## src/rtl/fp32_add_arb_if.sv

```systemverilog
// Requester and adder-side signal bundle for fp32_add_arb.
// The slave modport is the arbiter's view; the master modport is the surrounding datapath.
interface fp32_add_arb_if #(
  parameter int NREQ = 4
);
  logic [NREQ-1:0]    req_valid;
  logic [NREQ*32-1:0] req_a;
  logic [NREQ*32-1:0] req_b;
  logic [NREQ-1:0]    req_ready;
  logic [NREQ-1:0]    rsp_valid;
  logic [31:0]        rsp_data;
  logic               add_valid;
  logic [31:0]        add_a;
  logic [31:0]        add_b;
  logic [31:0]        add_y;
  logic               add_ready;
  logic               busy;
  logic               err;

  modport slave (
    input  req_valid, req_a, req_b, add_y, add_ready,
    output req_ready, rsp_valid, rsp_data, add_valid, add_a, add_b, busy, err
  );

  modport master (
    output req_valid, req_a, req_b, add_y, add_ready,
    input  req_ready, rsp_valid, rsp_data, add_valid, add_a, add_b, busy, err
  );
endinterface

```

## src/rtl/fp32_add_arb.sv

```systemverilog
// Round-robin arbiter sharing one pipelined fp32 adder between NREQ requesters;
// a tag pipe matching the adder latency routes each result back to its issuer.
module fp32_add_arb #(
  parameter  int NREQ = 4,
  parameter  int LAT  = 11,
  localparam int TAGW = $clog2(NREQ)
) (
  input logic           clk,
  input logic           rstn,
  fp32_add_arb_if.slave bus
);

  typedef struct packed {
    logic            v;
    logic [TAGW-1:0] tag;
  } tag_t;

  logic [TAGW-1:0] rr;
  logic [NREQ-1:0] grant;
  logic [TAGW-1:0] win;
  logic            accept;
  int              idx;

  logic            add_valid_q;
  logic [31:0]     add_a_q;
  logic [31:0]     add_b_q;
  logic [TAGW-1:0] tag0;
  tag_t            pipe [LAT];
  tag_t            tail;

  logic [NREQ-1:0] rsp_valid_q;
  logic [31:0]     rsp_data_q;
  logic            err_q;
  logic            any_v;

  // NOTE: every always_comb output gets a default first, so no path leaves a latch behind.
  always_comb begin
    grant  = '0;
    win    = '0;
    accept = 1'b0;
    idx    = 0;
    for (int i = 0; i < NREQ; i++) begin
      idx = int'(rr) + i;
      if (idx >= NREQ) idx = idx - NREQ;
      if (!accept && bus.req_valid[idx]) begin
        accept     = 1'b1;
        grant[idx] = 1'b1;
        win        = TAGW'(idx);
      end
    end
    // Grants are suppressed while reset is held, even with requests pending.
    if (!rstn) begin
      grant  = '0;
      accept = 1'b0;
    end
  end

  // NOTE: sequential state uses non-blocking assignments so every register samples pre-edge values.
  always_ff @(posedge clk or negedge rstn) begin
    if (!rstn) begin
      rr          <= '0;
      add_valid_q <= 1'b0;
      add_a_q     <= '0;
      add_b_q     <= '0;
      tag0        <= '0;
    end else begin
      add_valid_q <= accept;
      if (accept) begin
        rr      <= (int'(win) == NREQ - 1) ? '0 : win + TAGW'(1);
        add_a_q <= bus.req_a[int'(win)*32 +: 32];
        add_b_q <= bus.req_b[int'(win)*32 +: 32];
        tag0    <= win;
      end
    end
  end

  // NOTE: the tag pipe is reset, unlike a data RAM, because a stale valid bit would fire a response.
  always_ff @(posedge clk or negedge rstn) begin
    if (!rstn) begin
      for (int i = 0; i < LAT; i++) pipe[i] <= '0;
    end else begin
      pipe[0] <= '{v: add_valid_q, tag: tag0};
      for (int i = 1; i < LAT; i++) pipe[i] <= pipe[i-1];
    end
  end

  assign tail = pipe[LAT-1];

  always_ff @(posedge clk or negedge rstn) begin
    if (!rstn) begin
      rsp_valid_q <= '0;
      rsp_data_q  <= '0;
      err_q       <= 1'b0;
    end else begin
      rsp_valid_q <= '0;
      if (bus.add_ready && tail.v) begin
        rsp_valid_q <= NREQ'(1) << tail.tag;
        rsp_data_q  <= bus.add_y;
      end
      // A result without a tag, or a tag without a result, means the adder latency is misconfigured.
      if (bus.add_ready != tail.v) err_q <= 1'b1;
    end
  end

  always_comb begin
    any_v = 1'b0;
    for (int i = 0; i < LAT; i++) any_v = any_v | pipe[i].v;
  end

  assign bus.req_ready = grant;
  assign bus.add_valid = add_valid_q;
  assign bus.add_a     = add_a_q;
  assign bus.add_b     = add_b_q;
  assign bus.rsp_valid = rsp_valid_q;
  assign bus.rsp_data  = rsp_data_q;
  assign bus.err       = err_q;
  assign bus.busy      = add_valid_q | any_v;

endmodule

```

## src/flat_wrapper.sv

```systemverilog
// flat-port wrapper written by rule: the top's interface ports become plain ports
module fp32_add_arb_flat 
#(
  parameter  int NREQ = 4,
  parameter  int LAT  = 11,
  localparam int TAGW = $clog2(NREQ)
)
  (clk, rstn, bus_req_valid, bus_req_a, bus_req_b, bus_add_y, bus_add_ready, bus_req_ready, bus_rsp_valid, bus_rsp_data, bus_add_valid, bus_add_a, bus_add_b, bus_busy, bus_err);
  fp32_add_arb_if #(.NREQ(NREQ)) bus_i ();
  input logic clk;
  input logic rstn;
  input wire logic [$bits(bus_i.req_valid)-1:0] bus_req_valid;
  input wire logic [$bits(bus_i.req_a)-1:0] bus_req_a;
  input wire logic [$bits(bus_i.req_b)-1:0] bus_req_b;
  input wire logic [$bits(bus_i.add_y)-1:0] bus_add_y;
  input wire logic [$bits(bus_i.add_ready)-1:0] bus_add_ready;
  output wire logic [$bits(bus_i.req_ready)-1:0] bus_req_ready;
  output wire logic [$bits(bus_i.rsp_valid)-1:0] bus_rsp_valid;
  output wire logic [$bits(bus_i.rsp_data)-1:0] bus_rsp_data;
  output wire logic [$bits(bus_i.add_valid)-1:0] bus_add_valid;
  output wire logic [$bits(bus_i.add_a)-1:0] bus_add_a;
  output wire logic [$bits(bus_i.add_b)-1:0] bus_add_b;
  output wire logic [$bits(bus_i.busy)-1:0] bus_busy;
  output wire logic [$bits(bus_i.err)-1:0] bus_err;
  assign bus_i.req_valid = bus_req_valid;
  assign bus_i.req_a = bus_req_a;
  assign bus_i.req_b = bus_req_b;
  assign bus_i.add_y = bus_add_y;
  assign bus_i.add_ready = bus_add_ready;
  assign bus_req_ready = bus_i.req_ready;
  assign bus_rsp_valid = bus_i.rsp_valid;
  assign bus_rsp_data = bus_i.rsp_data;
  assign bus_add_valid = bus_i.add_valid;
  assign bus_add_a = bus_i.add_a;
  assign bus_add_b = bus_i.add_b;
  assign bus_busy = bus_i.busy;
  assign bus_err = bus_i.err;
  fp32_add_arb #(.NREQ(NREQ), .LAT(LAT)) u_core (.clk(clk), .rstn(rstn), .bus(bus_i));
endmodule
```

## config.mk

```make
export PLATFORM = sky130hd
export DESIGN_NAME = fp32_add_arb_flat
export DESIGN_NICKNAME = d
export VERILOG_FILES = /design/src/rtl/fp32_add_arb_if.sv /design/src/rtl/fp32_add_arb.sv /design/src/flat_wrapper.sv
export SDC_FILE = /design/constraint.sdc
export NUM_CORES = 1
export LEC_CHECK = 0
export ABC_AREA = 0
export BUFFER_PORTS_ARGS = -buffer_cell sky130_fd_sc_hd__buf_2
export CAP_MARGIN = 5
export CORE_AREA = 2 2 155 157
export DETAILED_ROUTE_END_ITERATION = 12
export DIE_AREA = 0 0 157 159
export SYNTH_ARGS = -nofsm -noshare
export SYNTH_HDL_FRONTEND = slang
export SYNTH_SLANG_ARGS = --single-unit
```

## constraint.sdc

```tcl
create_clock -name clk -period 3.7 [get_ports clk]
set_input_delay 0.555 -clock clk [delete_from_list [all_inputs] [get_ports clk]]
set_output_delay 0.555 -clock clk [all_outputs]
set_load 0.01 [all_outputs]
```

After elaboration in Yosys (flattened, before gate mapping)
Index checks and enable logic that the tools add are counted.
{"block": "op_classes", "add_sub_neg": 8, "order_cmp": 12, "eq_ne": 2, "shifts": 3, "n_mux": 40, "n_bitwise": 14, "reduce_logical": 11}
{"op": "$shiftx 128x8->32", "n": 2}
{"op": "$ge 32x1->1 const B", "n": 4}
{"op": "$lt 32x4->1 const B", "n": 4}
{"op": "$mux 32", "n": 4}
{"op": "$ge 32x4->1 const B", "n": 3}
{"op": "$sub 32x4->32 const B", "n": 3}
{"op": "$mux 4", "n": 6}
{"op": "$mux 1", "n": 17}
{"op": "$or 4x4->4", "n": 3}
{"op": "$or 1x1->1", "n": 11}
{"op": "$mux 2", "n": 5}
{"op": "$bmux 1 s2", "n": 4}
{"op": "$demux 1 s2", "n": 4}
{"op": "$logic_and 1x1->1", "n": 8}
{"op": "$add 2x2->3 const B", "n": 2}
{"op": "$shl 1x2->4 const A", "n": 1}
{"op": "$sub 2x3->4 const B", "n": 1}
{"op": "$add 2x1->3 const B", "n": 1}
{"op": "$ge 2x3->1 const B", "n": 1}
{"op": "$logic_not 1->1", "n": 3}
{"op": "$add 2x1->2 const B", "n": 1}
{"op": "$eq 2x1->1 const B", "n": 1}
{"op": "$ne 1x1->1", "n": 1}
{"block": "word_totals", "regBits": 139, "inputBits": 295, "output_inout_bits": 107, "wordCells": 120}

Longest topological paths before layout
Gate-level depths: netlist of the first run.
{"block": "logic_depth", "depth_word": 17, "ltp_mapped": 13, "ltp_nobuf": 8}

Worst setup path before layout of the first run
No wires, ideal clock.
{"block": "synth_path", "kind": "register to output", "startpoint": "register u_core.rr[0]", "endpoint": "output bus_req_ready[0]", "arrival_time_ns": 2.328, "required_ns": 3.145, "setup_slack_ns": 0.817, "stages_incl_launch_ff": 11, "path_buffers": 3, "path_cell_list": "dfrtp_1 > buf_6 > buf_4 > inv_1 > ha_1 > buf_2 > mux4_2 > nor2b_2 > a22oi_1 > o21ai_0 > and2_1"}
{"block": "synth_via", "elab_chain_cells": 16, "word_cells_on_any_way": 64, "classes_between": "add/sub: 7; order compare: 12; mux: 32; bitwise: 3; reduce/logical: 10"}
{"element": "from (decl)", "line_no": "fp32_add_arb.sv:18", "text": "logic [TAGW-1:0] rr;"}
{"element": "from (signal assigned)", "line_no": "fp32_add_arb.sv:69", "text": "rr <= (int'(win) == NREQ - 1) ? '0 : win + TAGW'(1);"}
{"element": "branches (longest 14 deep; another with $sub 32x4->32)"}
{"element": "$mux 4 *", "line_no": "fp32_add_arb.sv:45", "text": "if (!accept && bus.req_valid[idx]) begin"}
{"element": "$mux 4 *", "line_no": "fp32_add_arb.sv:52", "text": "if (!rstn) begin"}
{"element": "to (decl)", "line_no": "flat_wrapper.sv:17", "text": "output wire logic [$bits(bus_i.req_ready)-1:0] bus_req_ready;"}
Mark *: on every way between the ends. The select of a mux whose other input is x is not followed.

Final worst setup path of the first run
{"block": "layout_path", "startpoint": "register u_core.rr[1]", "endpoint": "output bus_req_ready[1]"}
Same word-level chain as after synthesis.

==> results_dict.tcl, run 1 <==
set metrics [dict create \
    netlist_instances 547 \
    drv_cap 0 \
    clkPwrFrac_pct 22.7 \
    gp_congestion 0.814 \
    cts_buffers 17 \
    tns_ns 0 \
    ys.flop_type "dfrtp_1" \
    final_cell_mix "buf_2 (400), dfrtp_1 (139), mux2i_1 (128)" \
    die_h_um 159 \
    crit_fanout 8 \
    async_flop_share_pct 100 \
    endpoint_kind "primary output" \
    fp-row-count 56 \
    antenna_found_initial 3 \
    crit_required_ns 3.14 \
    ys_warn_count 0 \
    synth.net_count 847 \
    synthesis.area_mm2 0.00685 \
    cp_slowest_cell "mux4_2" \
    clk_pin_slew_ns 0.06 \
    p_sw_share_pct 39.0 \
    setup_viol 0 \
    clk_path_buf_depth 2 \
    track_usage_pct 17.3 \
    hold_viol_final 0 \
    synthDistinctLibCells 43 \
    clock-skew-final_ns 0.0138 \
    power_switching_mw 2.97 \
    seq_area_mm2 0.00348 \
    total_leakage_power_nw 5.16 \
    max_slew_margin_pct 33.7 \
    clock_sinks 139 \
    fin_nets 1237 \
    cts_resized 0 \
    vias 5973 \
    coreArea_mm2 0.0232 \
    layout_min_cycle_time_ns 3.45 \
    routed_wl_um 22000 \
    area_growth_pct 41.3 \
    p_int_mw 4.65 \
    drt_iter0_drc 304 \
    ant_nets 0 \
    dpl.hpwl_um 16700 \
    multi_input_area_mm2 0.00304 \
    critPathBufInv 2 \
    post_cts_buffers 0 \
    place_area_mm2 0.00907 \
    timing.fmax_mhz 290 \
    tritoncts "yes" \
    grt_max_degree 79 \
    status "completed" \
    cp_slowest_stage_delay_ns 0.63 \
    start_util_pct 29.5 \
    final_area_mm2 0.00968 \
    crit_arrival_ns 2.89 \
    fp.dieW_um 157 \
    ys_seq_elements 139 \
    cts_root_buf "clkbuf_16" \
    cp_top_family "multiplexers" \
    avgSynthCellArea_um2 12.5 \
    startpoint_type "register" \
    hold_class "register to register" \
    drcViolationCount 0 \
    combPwrFrac_pct 46.7 \
    routedWlPerCell_um 17.3 \
    io_pins 402 \
    cts-htree-levels 4 \
    synth-edff-count 0 \
    clk_latency_ns 0.41 \
    grt_pass1_vias 6055 \
    numPortBuffers 401 \
    drive_gt1_share_pct 52.1 \
    rsz0062_at_grt "false" \
    worstPathCellList "inv_1 > ha_1 > mux4_2 > nor2b_2 > a22oi_1 > o21ai_0 > and2_1 > buf_2" \
    fin_crit_sh_pct 93.2 \
    crit_type "register to primary output" \
    powerDensity_mw_per_mm2 788 \
    ir_worst_vdd_v 0.000376 \
    dieArea_mm2 0.0250 \
    worst_pin_slew_ns 0.995 \
    final_common_cell "buf_2" \
    vias_per_cell 4.70 \
    drt_first_pass_iters 4 \
    filler_cell_count 2230 \
    gr-total-overflow 0 \
    slew_violations 0 \
    grt_pass1_wl_um 33200 \
    seqPwrFrac_pct 30.7 \
    ys_seq_area_share_pct 50.8 \
]
registers in the layout, summed over array words and instances, names as in the netlist:
register,count
u_core.pipe,33
u_core.bus.add_a,32
u_core.bus.add_b,32
u_core.bus.rsp_data,32
u_core.bus.rsp_valid,4
u_core.rr,2
u_core.tag0,2
u_core.bus.add_valid,1
u_core.bus.err,1
power groups by stage:
stage	Combinational (mW)	Clock [mW]	Sequential, mW
2_1_floorplan	2.48	0	2.53
3_3_place_gp	3.59	0	2.35
3_5_place_dp	3.63	0	2.35
4_1_cts	3.62	1.79	2.34
5_1_grt	3.88	1.86	2.40
6_report	3.56	1.73	2.34
cell families after synthesis:
group	synth area share, %
adder cells (fa/ha/maj)	0.913
AND/OR/NAND/NOR	6.08
flip-flops	50.8
multiplexers	25.4
buffers and inverters	4.99
XOR/XNOR	0.384
AO/OA/AOI/OAI	11.4
stage by stage:
stage	utilization [%]	worst slack, ns	hold WS [ns]	total power, mW	instances
after floorplan	-	0.817	0.259	5.00	547
after global placement	39.1	0.514	0.332	5.94	1236
after detailed placement	39.1	0.420	0.335	5.98	1236
after CTS	41.7	0.232	0.343	7.75	1269
after global routing	41.7	0.0531	0.351	8.14	1271
final	41.7	0.251	0.341	7.63	1271
cells in the mapped netlist, types with 5 or more instances:
cell      count  area share (%)
o221ai_1     64             8.2
nand2_1      72             3.9
dfrtp_1     139              51
buf_8         6             1.3
buf_2        20             1.5
ha_1          5            0.91
mux2_2       32             5.3
clkbuf_1     10            0.55
mux2i_1     128              19
a22oi_1       8            0.88
buf_6         5            0.82
worst paths after layout:
check / cells past startpoint / from / endpoint / slack (ns)
worst max-delay path: 8 / u_core.rr[1] / bus_req_ready[1] / 0.25
worst min-delay path: 0 / u_core.pipe[28] / u_core.pipe[25] / 0.34
worst max register to register: 9 / u_core.rr[1] / u_core.bus.add_b[19] / 0.43
worst min register to register: 0 / u_core.pipe[28] / u_core.pipe[25] / 0.34
max in group asynchronous: 4 / rstn / u_core.pipe[17] / 1.21
min in group asynchronous: 2 / rstn / u_core.bus.rsp_valid[0] / 0.51
routing by layer:
metal | track usage, % | up-vias | wire (um)
met5 | 0 | - | 13
li1 | - | 2844 | -
met2 | 31.0 | 271 | 11200
met1 | 20.1 | 2845 | 8770
met4 | 4.21 | 2 | 235
met3 | 5.12 | 11 | 1840
area by class of cell:
cell class	instances	area share, %
tap	319	4.12
multi-input combinational	358	31.4
timing repair buffer	418	22.1
inverter	3	0.116
clock buffer	17	4.39
clock inverter	15	1.81
antenna	2	0.0517
sequential	139	35.9
what timing repair did:
action / 4_1_cts / 5_1_grt
hold buffers: 1 / 0
endpoints found under the setup margin: 0 / 0
endpoints found under the hold margin: 6 / 0
Power figures use the tool's default switching activity.
==> run 2: changes to the inputs <==
--- a/config.mk
+++ b/config.mk
@@ -11,6 +11,7 @@
 export CORE_AREA = 2 2 155 157
 export DETAILED_ROUTE_END_ITERATION = 12
 export DIE_AREA = 0 0 157 159
+export GPL_ROUTABILITY_DRIVEN = 0
 export SYNTH_ARGS = -nofsm -noshare
 export SYNTH_HDL_FRONTEND = slang
 export SYNTH_SLANG_ARGS = --single-unit
==> constraint.sdc (replaced) <==
create_clock -name clk -period 3.6 [get_ports clk]
set_input_delay 0.54 -clock clk [delete_from_list [all_inputs] [get_ports clk]]
set_output_delay 0.54 -clock clk [all_outputs]
set_load 0.01 [all_outputs]
==> results_dict.tcl, run 2 (synthesis gave the netlist of run 1 again) <==
set metrics [dict create \
    rr_startpoint "u_core.rr[1]" \
    crit_required_ns 3.06 \
    worst_pin_slew_ns 0.758 \
    r2r_cells 9 \
    crit_start "u_core.rr[1]" \
    drt_first_pass_iters 4 \
    clock-skew-final_ns 0.0146 \
    endpoint_kind "primary output" \
    start_util_pct 29.5 \
    clk_path_buf_depth 2 \
    crit_fanout 8 \
    crit_type "register to primary output" \
    drcViolationCount 0 \
    dieArea_mm2 0.0250 \
    clkPwrFrac_pct 23.0 \
    p_int_mw 4.92 \
    grt_pass1_vias 6037 \
    tns_ns 0 \
    r2r_slack_ns 0.59 \
    max_slew_margin_pct 49.5 \
    vias_per_cell 4.67 \
    layout_min_cycle_time_ns 3.40 \
    setup_viol 0 \
    final_area_mm2 0.00974 \
    gr-total-overflow 0 \
    clk_pin_slew_ns 0.06 \
    finalCoreUtilization_pct 42.0 \
    grt_max_degree 60 \
    status "completed" \
    powerDensity_mw_per_mm2 822 \
    hold_class "primary input to asynchronous set/reset pin" \
    fp-row-count 56 \
    r2r-end "u_core.bus.add_a[1]" \
    area_growth_pct 42.2 \
    clk_latency_ns 0.42 \
    place_area_mm2 0.00911 \
    numPortBuffers 401 \
    die_h_um 159 \
    hold-worst-slack_ns 0.0120 \
    coreArea_mm2 0.0232 \
    hold_viol_final 0 \
    cts-htree-levels 4 \
    fin_nets 1239 \
    io_pins 402 \
    regMostFlops "u_core.pipe" \
    final_common_cell "buf_2" \
    largest_register_ffs 33 \
    timing.fmax_mhz 294 \
    drive_gt1_share_pct 52.4 \
    ant_nets 0 \
    final_cell_mix "buf_2 (400), dfrtp_1 (139), mux2i_1 (128)" \
    seqPwrFrac_pct 30.1 \
    rsz0062_at_grt "false" \
    ir_worst_vdd_v 0.000304 \
    fp.dieW_um 157 \
    p_sw_share_pct 38.5 \
    combPwrFrac_pct 46.9 \
    clock_sinks 139 \
    vias 5942 \
    slew_violations 0 \
    cts_root_buf "clkbuf_16" \
    grt_pass1_wl_um 32700 \
    routedWlPerCell_um 17.2 \
    routed_wl_um 21900 \
    startpoint_type "register" \
    crit_arrival_ns 2.86 \
    total_leakage_power_nw 5.18 \
    filler_cell_count 2246 \
    track_usage_pct 17.0 \
    cts_buffers 17 \
    drt_iter0_drc 245 \
    cts_hold_buf 0 \
    drv_cap 0 \
    antenna_found_initial 2 \
    endpoint "bus_req_ready[2]" \
    fin_crit_sh_pct 94.5 \
    tritoncts "yes" \
    power_switching_mw 3.09 \
    dpl.hpwl_um 16800 \
]
-- run 2: cell type report --
cell class	instances	area [um^2]	area share, %
tap	319	399	4.10
antenna	1	2.50	0.0257
multi-input combinational	358	3050	31.3
timing repair buffer	420	2180	22.4
clock inverter	15	198	2.03
inverter	3	11.3	0.116
clock buffer	17	425	4.37
sequential	139	3480	35.7
-- run 2: timing repair --
| item | 4_1_cts | 5_1_grt |
|---|---|---|
| hold endpoints to repair | 0 | 0 |
| resized for setup | 0 | 1 |
| buffers inserted | 0 | 0 |
| setup endpoints to repair | 0 | 4 |
-- run 2: per-stage QoR --
stage          total power, mW  worst slack, ns  instances
2_1_floorplan             5.14            0.732        547
3_3_place_gp              6.17            0.667       1239
3_5_place_dp              6.24            0.542       1239
4_1_cts                   8.11            0.113       1271
5_1_grt                   8.51           0.0128       1272
6_report                  8.01            0.198       1272
-- run 2: power groups by stage --
stage | registers [mW] | logic, mW | clock network (mW)
after global placement | 2.42 | 3.75 | 0
final | 2.41 | 3.76 | 1.84
after global routing | 2.48 | 4.07 | 1.96
after floorplan | 2.60 | 2.55 | 0
after detailed placement | 2.42 | 3.82 | 0
after CTS | 2.41 | 3.80 | 1.90
-- run 2: worst min-delay path by stage --
stage,cells after the start,slack [ns],endpoint
floorplan,0,0.24,u_core.bus.add_a[0]
global placement,0,0.33,u_core.pipe[15]
detailed placement,0,0.33,u_core.pipe[25]
global route,1,0.01,u_core.bus.add_a[17]
CTS,1,0.005,u_core.bus.add_a[17]
finish,1,0.01,u_core.bus.add_a[17]
-- run 2: critical path, cell delays in order (launching register included) --
cell and delay (ns):
dfrtp_1 0.49, inv_1 0.11, ha_2 0.46, mux4_2 0.61
nor2b_2 0.27, a22oi_1 0.11, o21ai_0 0.15, and2_1 0.13
buf_2 0.12
-- run 2: routing by layer --
layer / GRT usage (%) / wire length [um] / part of all wire, %
met1: 19.8 / 8950 / 41
met4: 5.25 / 327 / 1.5
met5: 0 / 7 / 0.032
met3: 4.90 / 1670 / 7.6
met2: 30.1 / 11000 / 50
==> run 3: changes to the inputs <==
--- a/config.mk
+++ b/config.mk
@@ -9,6 +9,7 @@
 export BUFFER_PORTS_ARGS = -buffer_cell sky130_fd_sc_hd__buf_2
 export CAP_MARGIN = 5
 export CORE_AREA = 2 2 155 157
+export CTS_BUF_LIST = sky130_fd_sc_hd__clkbuf_4 sky130_fd_sc_hd__clkbuf_8
 export DETAILED_ROUTE_END_ITERATION = 12
 export DIE_AREA = 0 0 157 159
 export GPL_ROUTABILITY_DRIVEN = 0
==> results_dict.tcl, run 3 (synthesis gave the netlist of run 1 again) <==
set metrics [dict create \
    status "completed" \
    total_leakage_power_nw 5.10 \
    grt_pass1_wl_um 32800 \
    seq_area_mm2 0.00348 \
    drcViolationCount 0 \
    crit_type "register to primary output" \
    cp_slowest_cell "mux4_2" \
    hold_class "primary input to register" \
    post_cts_buffers 0 \
    track_usage_pct 17.0 \
    fin_crit_sh_pct 93.1 \
    die_h_um 159 \
    final_cell_mix "buf_2 (400), dfrtp_1 (138), mux2i_1 (128)" \
    fp-row-count 56 \
    crit_arrival_ns 2.81 \
    clk_pin_slew_ns 0.10 \
    rsz0062_at_grt "false" \
    dpl.hpwl_um 16800 \
    timing.fmax_mhz 298 \
    critPathBufInv 2 \
    tritoncts "yes" \
    coreArea_mm2 0.0232 \
    gr-total-overflow 0 \
    fp.dieW_um 157 \
    worst_pin_slew_ns 0.750 \
    drv_cap 0 \
    worstHoldStart "bus_add_y[18]" \
    cp_slowest_stage_delay_ns 0.61 \
    routedWlPerCell_um 17.2 \
    largest_register_ffs 33 \
    vias 5951 \
    ir_worst_vdd_v 0.000301 \
    drt_first_pass_iters 5 \
    clk_latency_ns 0.44 \
    area_growth_pct 39.6 \
    crit_start "u_core.rr[1]" \
    grt_max_degree 60 \
    numPortBuffers 401 \
    tns_ns 0 \
    hold_viol_final 0 \
    final_common_cell "buf_2" \
    cts_buffers 17 \
    place_ws_ns 0.542 \
    max_slew_margin_pct 50.0 \
    start_util_pct 29.5 \
    finalCoreUtilization_pct 41.2 \
    drive_gt1_share_pct 52.5 \
    regMostFlops "u_core.pipe" \
    worstPathCellList "inv_1 > ha_2 > mux4_2 > nor2b_2 > a22oi_1 > o21ai_0 > and2_1 > buf_2" \
    slew_violations 0 \
    routed_wl_um 21900 \
    place_area_mm2 0.00911 \
    grt_pass1_vias 6032 \
    clock-skew-final_ns 0.0166 \
    crit_required_ns 3.06 \
    endpoint_kind "primary output" \
    layout_min_cycle_time_ns 3.35 \
    finalWorstSetupSlack_ns 0.248 \
    crit_fanout 8 \
    cts_root_buf "clkbuf_8" \
    antenna_found_initial 2 \
    hold-worst-slack_ns 0.324 \
    clock_sinks 139 \
    startpoint_type "register" \
    multi_input_area_mm2 0.00305 \
    ant_nets 0 \
    filler_cell_count 2267 \
    io_pins 402 \
    powerDensity_mw_per_mm2 789 \
    fin_nets 1240 \
    clk_path_buf_depth 2 \
    dieArea_mm2 0.0250 \
    vias_per_cell 4.67 \
    cts-htree-levels 4 \
    drt_iter0_drc 258 \
    rr_startpoint "u_core.rr[1]" \
    final_area_mm2 0.00956 \
    cp_top_family "multiplexers" \
    setup_viol 0 \
]
run 3: final cells by class:
class                           count  area share (%)
Clock inverter                     15            2.07
Tap cell                          319            4.17
Inverter                            3           0.118
Sequential cell                   139            36.4
Antenna cell                        1          0.0262
Timing Repair Buffer              421            22.9
Multi-Input combinational cell    358            31.9
Clock buffer                       17            2.45
run 3: final timing paths:
kind / endpoint / slack (ns) / depth (start not counted)
setup / recovery: bus_req_ready[2] / 0.25 / 8
hold / removal: u_core.bus.rsp_data[18] / 0.32 / 2
setup reg to reg: u_core.bus.add_a[1] / 0.67 / 9
hold reg to reg: u_core.pipe[19] / 0.34 / 0
max in group asynchronous: u_core.bus.add_a[16] / 1.92 / 3
min in group asynchronous: u_core.pipe[1] / 0.61 / 2
run 3: metal layers:
metal | up-vias | track usage [%] | wire [um]
li1 | 2834 | - | -
met1 | 2833 | 19.8 | 8980
met2 | 267 | 30.1 | 11000
met3 | 15 | 4.98 | 1620
met4 | 2 | 5.13 | 311
met5 | - | 0 | 7
run 3: worst reg2reg max path: stages (launching register included):
cell and delay (ns):
dfrtp_2 0.45, inv_1 0.09, ha_2 0.45, mux4_2 0.61
nor2b_2 0.27, o21ai_1 0.09, o21ai_1 0.11, or2_2 0.15
buf_4 0.35, o221ai_1 0.22
run 3: timing repair:
item / in CTS / in global routing
gates resized for setup: 0 / 2
setup endpoints to repair: 0 / 4
hold endpoints to repair: 29 / 0
hold buffers: 1 / 0
run 3: where the power goes:
group / internal [mW] / switching [mW] / total [mW]
clock network: 0.658 / 0.719 / 1.38
logic: 1.73 / 2.03 / 3.76
registers: 2.13 / 0.281 / 2.41
run 3: through the flow:
stage          cells  power (mW)
3_3_place_gp    1239        6.17
2_1_floorplan    547        5.14
5_1_grt         1273        8.05
3_5_place_dp    1239        6.24
4_1_cts         1272        7.64
6_report        1273        7.54
